==> src/rtl/reversed_pair_serializer_pkg.sv <==
// Shared definitions for the reversed pair serializer: state encoding,
// frame width derivation and a width helper for counters.
package serial_pkg;

   typedef enum logic [1:0] {
      IDLE  = 2'd0,
      SHIFT = 2'd1,
      GAP   = 2'd2
   } state_t;

   function automatic int frame_width(input int data_w);
      return 2 * data_w;
   endfunction

   // Never returns less than 1 so a counter for a single value still has a bit.
   function automatic int clog2(input int value);
      int r;
      r = 0;
      while ((1 << r) < value) r++;
      return (r < 1) ? 1 : r;
   endfunction

endpackage

==> src/rtl/reversed_pair_serializer_if.sv <==
// Parallel frame input and serial output of the reversed pair serializer.
// Handshake: a frame moves on a rising edge where in_valid && in_ready; the
// source may hold in_valid high indefinitely and in_ready never depends on it.
interface reversed_pair_serializer_if #(
   parameter int DATA_W = 8,
   parameter int CNT_W  = 16
);
   logic              in_valid;
   logic              in_ready;
   logic [DATA_W-1:0] in_a;
   logic [DATA_W-1:0] in_b;
   logic              ser_data;
   logic              ser_valid;
   logic              ser_sof;
   logic              ser_eof;
   logic              busy;
   logic [CNT_W-1:0]  frame_count;
   logic [1:0]        state;

   modport master (
      output in_valid, in_a, in_b,
      input  in_ready, ser_data, ser_valid, ser_sof, ser_eof, busy, frame_count, state
   );

   modport slave (
      input  in_valid, in_a, in_b,
      output in_ready, ser_data, ser_valid, ser_sof, ser_eof, busy, frame_count, state
   );
endinterface

==> src/rtl/piso_shift_reg.sv <==
// Parallel-in serial-out register; zeros fill in behind the outgoing bits so
// the output idles low once a frame has drained.
module piso_shift_reg #(
   parameter int WIDTH     = 16,
   parameter int MSB_FIRST = 1
) (
   input  logic             clk,
   input  logic             rst,
   input  logic             load,
   input  logic             shift,
   input  logic [WIDTH-1:0] din,
   output logic             dout
);
   logic [WIDTH-1:0] sr;

   always_ff @(posedge clk or posedge rst) begin
      if (rst) begin
         sr <= '0;
      end else if (load) begin
         sr <= din;
      end else if (shift) begin
         if (MSB_FIRST != 0) sr <= {sr[WIDTH-2:0], 1'b0};
         else                sr <= {1'b0, sr[WIDTH-1:1]};
      end
   end

   assign dout = (MSB_FIRST != 0) ? sr[WIDTH-1] : sr[0];
endmodule

==> src/rtl/reversed_pair_serializer.sv <==
// Accepts a pair of words as one frame and shifts it out one bit per clock,
// marking first/last bits, with an optional idle gap and a completed-frame counter.
module reversed_pair_serializer
   import serial_pkg::*;
#(
   parameter int DATA_W     = 8,
   parameter int GAP_CYCLES = 1,
   parameter int MSB_FIRST  = 1,
   parameter int CNT_W      = 16
) (
   input logic clk,
   input logic rst,
   reversed_pair_serializer_if.slave bus
);
   localparam int FRAME_W  = frame_width(DATA_W);
   localparam int IDX_W    = clog2(FRAME_W);
   localparam int GAP_W    = clog2(GAP_CYCLES + 1);
   localparam int GAP_LAST = (GAP_CYCLES > 0) ? GAP_CYCLES - 1 : 0;

   state_t             state;
   state_t             state_next;
   logic [IDX_W-1:0]   idx;
   logic [GAP_W-1:0]   gap_cnt;
   logic               last_bit;
   logic               ready;
   logic               accept;
   logic               shift;
   logic               ser_data;
   logic               ser_valid;
   logic               ser_sof;
   logic               ser_eof;
   logic               busy;
   logic [CNT_W-1:0]   frame_count;
   logic [FRAME_W-1:0] load_word;

   assign last_bit = (state == SHIFT) && (idx == IDX_W'(FRAME_W - 1));

   always_ff @(posedge clk or posedge rst) begin
      if (rst) state <= IDLE;
      else     state <= state_next;
   end

   // With no gap, the last-bit cycle doubles as the accept slot for the next frame.
   always_comb begin
      ready      = 1'b0;
      state_next = state;
      case (state)
         IDLE:    ready = 1'b1;
         SHIFT:   ready = last_bit && (GAP_CYCLES == 0);
         default: ready = 1'b0;
      endcase
      ready  = ready && !rst;
      accept = bus.in_valid && ready;
      case (state)
         IDLE: if (accept) state_next = SHIFT;
         SHIFT: begin
            if (last_bit) begin
               if (GAP_CYCLES > 0) state_next = GAP;
               else                state_next = accept ? SHIFT : IDLE;
            end
         end
         GAP:     if (gap_cnt == GAP_W'(GAP_LAST)) state_next = IDLE;
         default: state_next = IDLE;
      endcase
   end

   assign shift     = (state == SHIFT) && !accept;
   assign load_word = (MSB_FIRST != 0) ? {bus.in_a, bus.in_b} : {bus.in_b, bus.in_a};

   always_ff @(posedge clk or posedge rst) begin
      if (rst) begin
         idx         <= '0;
         gap_cnt     <= '0;
         ser_valid   <= 1'b0;
         ser_sof     <= 1'b0;
         ser_eof     <= 1'b0;
         busy        <= 1'b0;
         frame_count <= '0;
      end else begin
         idx         <= (state_next == SHIFT && !accept) ? idx + 1'b1 : '0;
         gap_cnt     <= (state == GAP && state_next == GAP) ? gap_cnt + 1'b1 : '0;
         ser_valid   <= (state_next == SHIFT);
         ser_sof     <= accept;
         ser_eof     <= (state_next == SHIFT) && !accept && (idx == IDX_W'(FRAME_W - 2));
         busy        <= (state_next != IDLE);
         if (last_bit) frame_count <= frame_count + 1'b1;
      end
   end

   piso_shift_reg #(
      .WIDTH     (FRAME_W),
      .MSB_FIRST (MSB_FIRST)
   ) u_piso (
      .clk   (clk),
      .rst   (rst),
      .load  (accept),
      .shift (shift),
      .din   (load_word),
      .dout  (ser_data)
   );

   assign bus.in_ready    = ready;
   assign bus.ser_data    = ser_data;
   assign bus.ser_valid   = ser_valid;
   assign bus.ser_sof     = ser_sof;
   assign bus.ser_eof     = ser_eof;
   assign bus.busy        = busy;
   assign bus.frame_count = frame_count;
   assign bus.state       = state;
endmodule

==> src/flat_wrapper.sv <==
// flat-port wrapper written by rule: the top's interface ports become plain ports
module reversed_pair_serializer_flat import serial_pkg::*;
#(
   parameter int DATA_W     = 8,
   parameter int GAP_CYCLES = 1,
   parameter int MSB_FIRST  = 1,
   parameter int CNT_W      = 16
)
  (clk, rst, bus_in_valid, bus_in_a, bus_in_b, bus_in_ready, bus_ser_data, bus_ser_valid, bus_ser_sof, bus_ser_eof, bus_busy, bus_frame_count, bus_state);
  reversed_pair_serializer_if #(.DATA_W(DATA_W), .CNT_W(CNT_W)) bus_i ();
  input logic clk;
  input logic rst;
  input wire logic [$bits(bus_i.in_valid)-1:0] bus_in_valid;
  input wire logic [$bits(bus_i.in_a)-1:0] bus_in_a;
  input wire logic [$bits(bus_i.in_b)-1:0] bus_in_b;
  output wire logic [$bits(bus_i.in_ready)-1:0] bus_in_ready;
  output wire logic [$bits(bus_i.ser_data)-1:0] bus_ser_data;
  output wire logic [$bits(bus_i.ser_valid)-1:0] bus_ser_valid;
  output wire logic [$bits(bus_i.ser_sof)-1:0] bus_ser_sof;
  output wire logic [$bits(bus_i.ser_eof)-1:0] bus_ser_eof;
  output wire logic [$bits(bus_i.busy)-1:0] bus_busy;
  output wire logic [$bits(bus_i.frame_count)-1:0] bus_frame_count;
  output wire logic [$bits(bus_i.state)-1:0] bus_state;
  assign bus_i.in_valid = bus_in_valid;
  assign bus_i.in_a = bus_in_a;
  assign bus_i.in_b = bus_in_b;
  assign bus_in_ready = bus_i.in_ready;
  assign bus_ser_data = bus_i.ser_data;
  assign bus_ser_valid = bus_i.ser_valid;
  assign bus_ser_sof = bus_i.ser_sof;
  assign bus_ser_eof = bus_i.ser_eof;
  assign bus_busy = bus_i.busy;
  assign bus_frame_count = bus_i.frame_count;
  assign bus_state = bus_i.state;
  reversed_pair_serializer #(.DATA_W(DATA_W), .GAP_CYCLES(GAP_CYCLES), .MSB_FIRST(MSB_FIRST), .CNT_W(CNT_W)) u_core (.clk(clk), .rst(rst), .bus(bus_i));
endmodule
==> config.mk <==
export PLATFORM = sky130hd
export DESIGN_NAME = reversed_pair_serializer_flat
export DESIGN_NICKNAME = d
export VERILOG_FILES = /design/src/rtl/reversed_pair_serializer_pkg.sv /design/src/rtl/reversed_pair_serializer_if.sv /design/src/rtl/piso_shift_reg.sv /design/src/rtl/reversed_pair_serializer.sv /design/src/flat_wrapper.sv
export SDC_FILE = /design/constraint.sdc
export NUM_CORES = 1
export LEC_CHECK = 0
export CAP_MARGIN = 20
export CORE_MARGIN = 1
export CORE_UTILIZATION = 45
export DETAILED_ROUTE_END_ITERATION = 7
export PLACE_DENSITY = 0.75
export SKIP_LAST_GASP = 1
export SLEW_MARGIN = 20
export SYNTH_ARGS = -nofsm -noshare
export SYNTH_HDL_FRONTEND = slang
export SYNTH_HIERARCHICAL = 1
export SYNTH_SLANG_ARGS = --single-unit
export TNS_END_PERCENT = 10
==> constraint.sdc <==
create_clock -name clk -period 1.5 [get_ports clk]
set_input_delay 0.3 -clock clk [delete_from_list [all_inputs] [get_ports clk]]
set_output_delay 0.3 -clock clk [all_outputs]
set_load 0.02 [all_outputs]
==> key figures <==
Outcome
  • Status: finished, violations left
  • Failing checks: setup timing

Synthesis
  • Synth Register Bits: 43
  • FFs w/ async S/R, synth: 100%
  • Most common cell in the netlist: dfrtp_1
  • Synth Flop Type: dfrtp_1
  • Cells after Synth: ~180
  • Top cell type's share of synthesized area: 54.6%
  • Part of the Yosys area used for sequential elements: between 50% and 60%
  • Post-synth EDFFs: 0
  • Syn. warnings: 6
  • Area contributors post-synth: dfrtp_1 55%, mux2i_1 7.6%, nand2_1 4.9%, xnor2_1 4.0%, xor2_1 3.1%
  • Netlist Area Pre-Place: between 0.0015 and 0.002 mm^2
  • Mapped Nets: 201
  • Library cells used by synthesis: 37
  • Synth top cells by count: 43 x dfrtp_1, 26 x nand2_1, 15 x mux2i_1, 12 x nor2_1
  • Yosys top cell by area: dfrtp_1
  • Synthesized area per cell: approximately 11 um^2

Placed design
  • I/O Buffers: 42
  • Dpl cells: roughly 280
  • Routability Congestion: between 0.7 and 0.8
  • DPL Wire Length: 2660 um

Critical path
  • Crit Path Category: reg2out
  • Worst-path cell chain: clkdlybuf4s50_1
  • CP bufs+invs: 1
  • Crit path DAT: between 1 and 1.5 ns
  • Crit path required time: ~1.2 ns
  • CP Capture Type: output port
  • Crit path max-delay family: buffers and inverters
  • Slowest stage delay, CP: 0.64 ns
  • Crit path max-delay cell type: clkdlybuf4s50_1
  • Crit-path max FO: 5
  • Startpoint type of the worst setup path: register

Drt
  • First-pass iteration count of the detailed router: 4
  • Final WL: about 3700 um
  • Vias per cell: 5.01
  • Vias: between 1k and 1.5k
  • Initial drt markers: 83
  • DRC: 0
  • WL per Instance: 12.7 um
  • Final ANT Viol Nets: 0

Global routing
  • Gr usage total: a little under a fifth
  • Initial antenna violation count: 0
  • First-pass GRT wire length: roughly 6200 um
  • Largest net degree at the start of global routing: 28
  • Vias in the first global route: between 1k and 1.5k
  • Total grt overflow: 0

Min path
  • Hold Crit Class: reg2reg

Floorplanning
  • Ports: between 40 and 50
  • Die Span Y: 68.2 um
  • FP Rows: 23
  • Die area: between 0.004 and 0.005 mm^2
  • Initial core utilization: a little under half
  • Core area: slightly above 0.004 mm^2
  • Die W: a little under 70 um

Timing
  • Post-route setup slack: -0.170 ns
  • WHS: between 0.4 and 0.5 ns
  • Clock skew: around 0.0066 ns
  • Final min period: around 1.7 ns
  • Setup repair after global routing missed its margin: yes
  • Setup TNS: -1.80 ns
  • Slew Limit Fails: 0
  • Final hold violation count: 0
  • Setup violators final: 20
  • Peak Freq: approximately 600 MHz
  • Tcrit/Tclk final: 111%

Clock tree
  • Hold Buf Count CTS: 0
  • CTS tree: built
  • Post-CTS Setup Bufs: 0
  • Root Driver: clkbuf_8
  • TritonCTS Buffers: 5
  • Bufs on Longest Clock Path: 2
  • Worst-Skew Late Latency: a little under 0.3 ns
  • CTS clk-pin slew, worst paths: around 0.080 ns
  • Htree depth: 2
  • CTS sink count: 43

Pwr
  • Leak: approximately 1.3 nW
  • Power per standard cell area: around 1400 mW/mm^2
  • Largest vdd supply drop: between 0.0006 and 0.0007 V

Final layout
  • Final nets: between 200 and 300
  • Layout area overhead: 35.6%
  • Non-filler cells, final: 292
  • Layout cells sized above 1: 14.9%
  • Ant diodes: 0
  • Final core utilization: between 60% and 70%

Job
  • Max Cap Viol: 0
-- where the power goes --
part	internal, mW	switching (mW)
clock	0.420	0.362
sequential	1.43	0.181
combinational	0.612	0.623
-- sequential cells by signal (all words and copies together) (netlist names) --
signal                  cells
u_core/bus.ser_sof          1
u_core/u_piso/sr           16
u_core/bus.state            2
u_core/bus.ser_eof          1
u_core/bus.frame_count     16
u_core/gap_cnt              1
u_core/idx                  4
u_core/bus.busy             1
u_core/bus.ser_valid        1
-- logic make-up after synthesis --
kind of cell / after synthesis / share of synthesized area [%]
other: 1 / 0.190
AO/OA/AOI/OAI: 21 / 5.39
multiplexers: 15 / 7.61
XOR/XNOR: 16 / 7.11
buffers and inverters: 12 / 3.87
flip-flops: 43 / 54.6
adder cells (fa/ha/maj): 3 / 1.90
AND/OR/NAND/NOR: 68 / 19.4
-- cells in the final DEF (no fill, tap or decap), types with 8 or more instances in the layout --
master,n
buf_4,17
dfrtp_1,43
mux2i_1,15
o21ai_1,9
nand2_1,26
o21ai_0,8
nor2_1,12
xnor2_1,9
clkdlybuf4s50_1,37
-- worst paths after layout --
kind                                                        start                                      to  slack (ns)  cells after the start
setup / recovery            u_core/bus.frame_count[3]$_DFFE_PP0P_                      bus_frame_count[3]       -0.17                      1
hold / removal             u_core/bus.frame_count[15]$_DFFE_PP0P_  u_core/bus.frame_count[15]$_DFFE_PP0P_        0.48                      1
setup reg to reg            u_core/bus.frame_count[0]$_DFFE_PP0P_  u_core/bus.frame_count[10]$_DFFE_PP0P_        0.03                      5
hold reg to reg            u_core/bus.frame_count[15]$_DFFE_PP0P_  u_core/bus.frame_count[15]$_DFFE_PP0P_        0.48                      1
max in group asynchronous                                     rst   u_core/bus.frame_count[8]$_DFFE_PP0P_        0.63                      4
min in group asynchronous                                     rst        u_core/u_piso/sr[14]$_DFFE_PP0P_        0.53                      4
-- area by class of cell --
| class | instances | area [um^2] |
|---|---|---|
| fillers | 360 | 1440 |
| flip-flops and latches | 43 | 1080 |
| multi-input cells | 124 | 831 |
| repair buffers | 60 | 573 |
| clock buffers | 8 | 100 |
| well taps | 50 | 62.6 |
| inverters | 7 | 31.3 |
-- routing by layer --
metal / vias up / track usage [%] / wire, um
li1: 728 / - / -
met1: 696 / 22.1 / 1650
met4: 0 / 7.55 / 70
met2: 32 / 30.6 / 1790
met3: 8 / 6.00 / 214
met5: - / 0 / 0
-- metrics by stage --
step	worst slack (ns)	power (mW)	instance area, um^2
CTS	-0.254	3.68	2670
floorplan	0.0291	2.46	1980
global route	-0.235	3.88	2670
global placement	-0.348	2.85	2570
detailed placement	-0.363	2.89	2570
finish	-0.170	3.63	2670
-- repair_timing --
item | in CTS | in global routing
pin swaps | 0 | 0
setup endpoints to repair | 24 | 39
gates cloned | 0 | 0
gates resized for setup | 2 | 3
No activity file was read; power rests on OpenSTA's default activity.
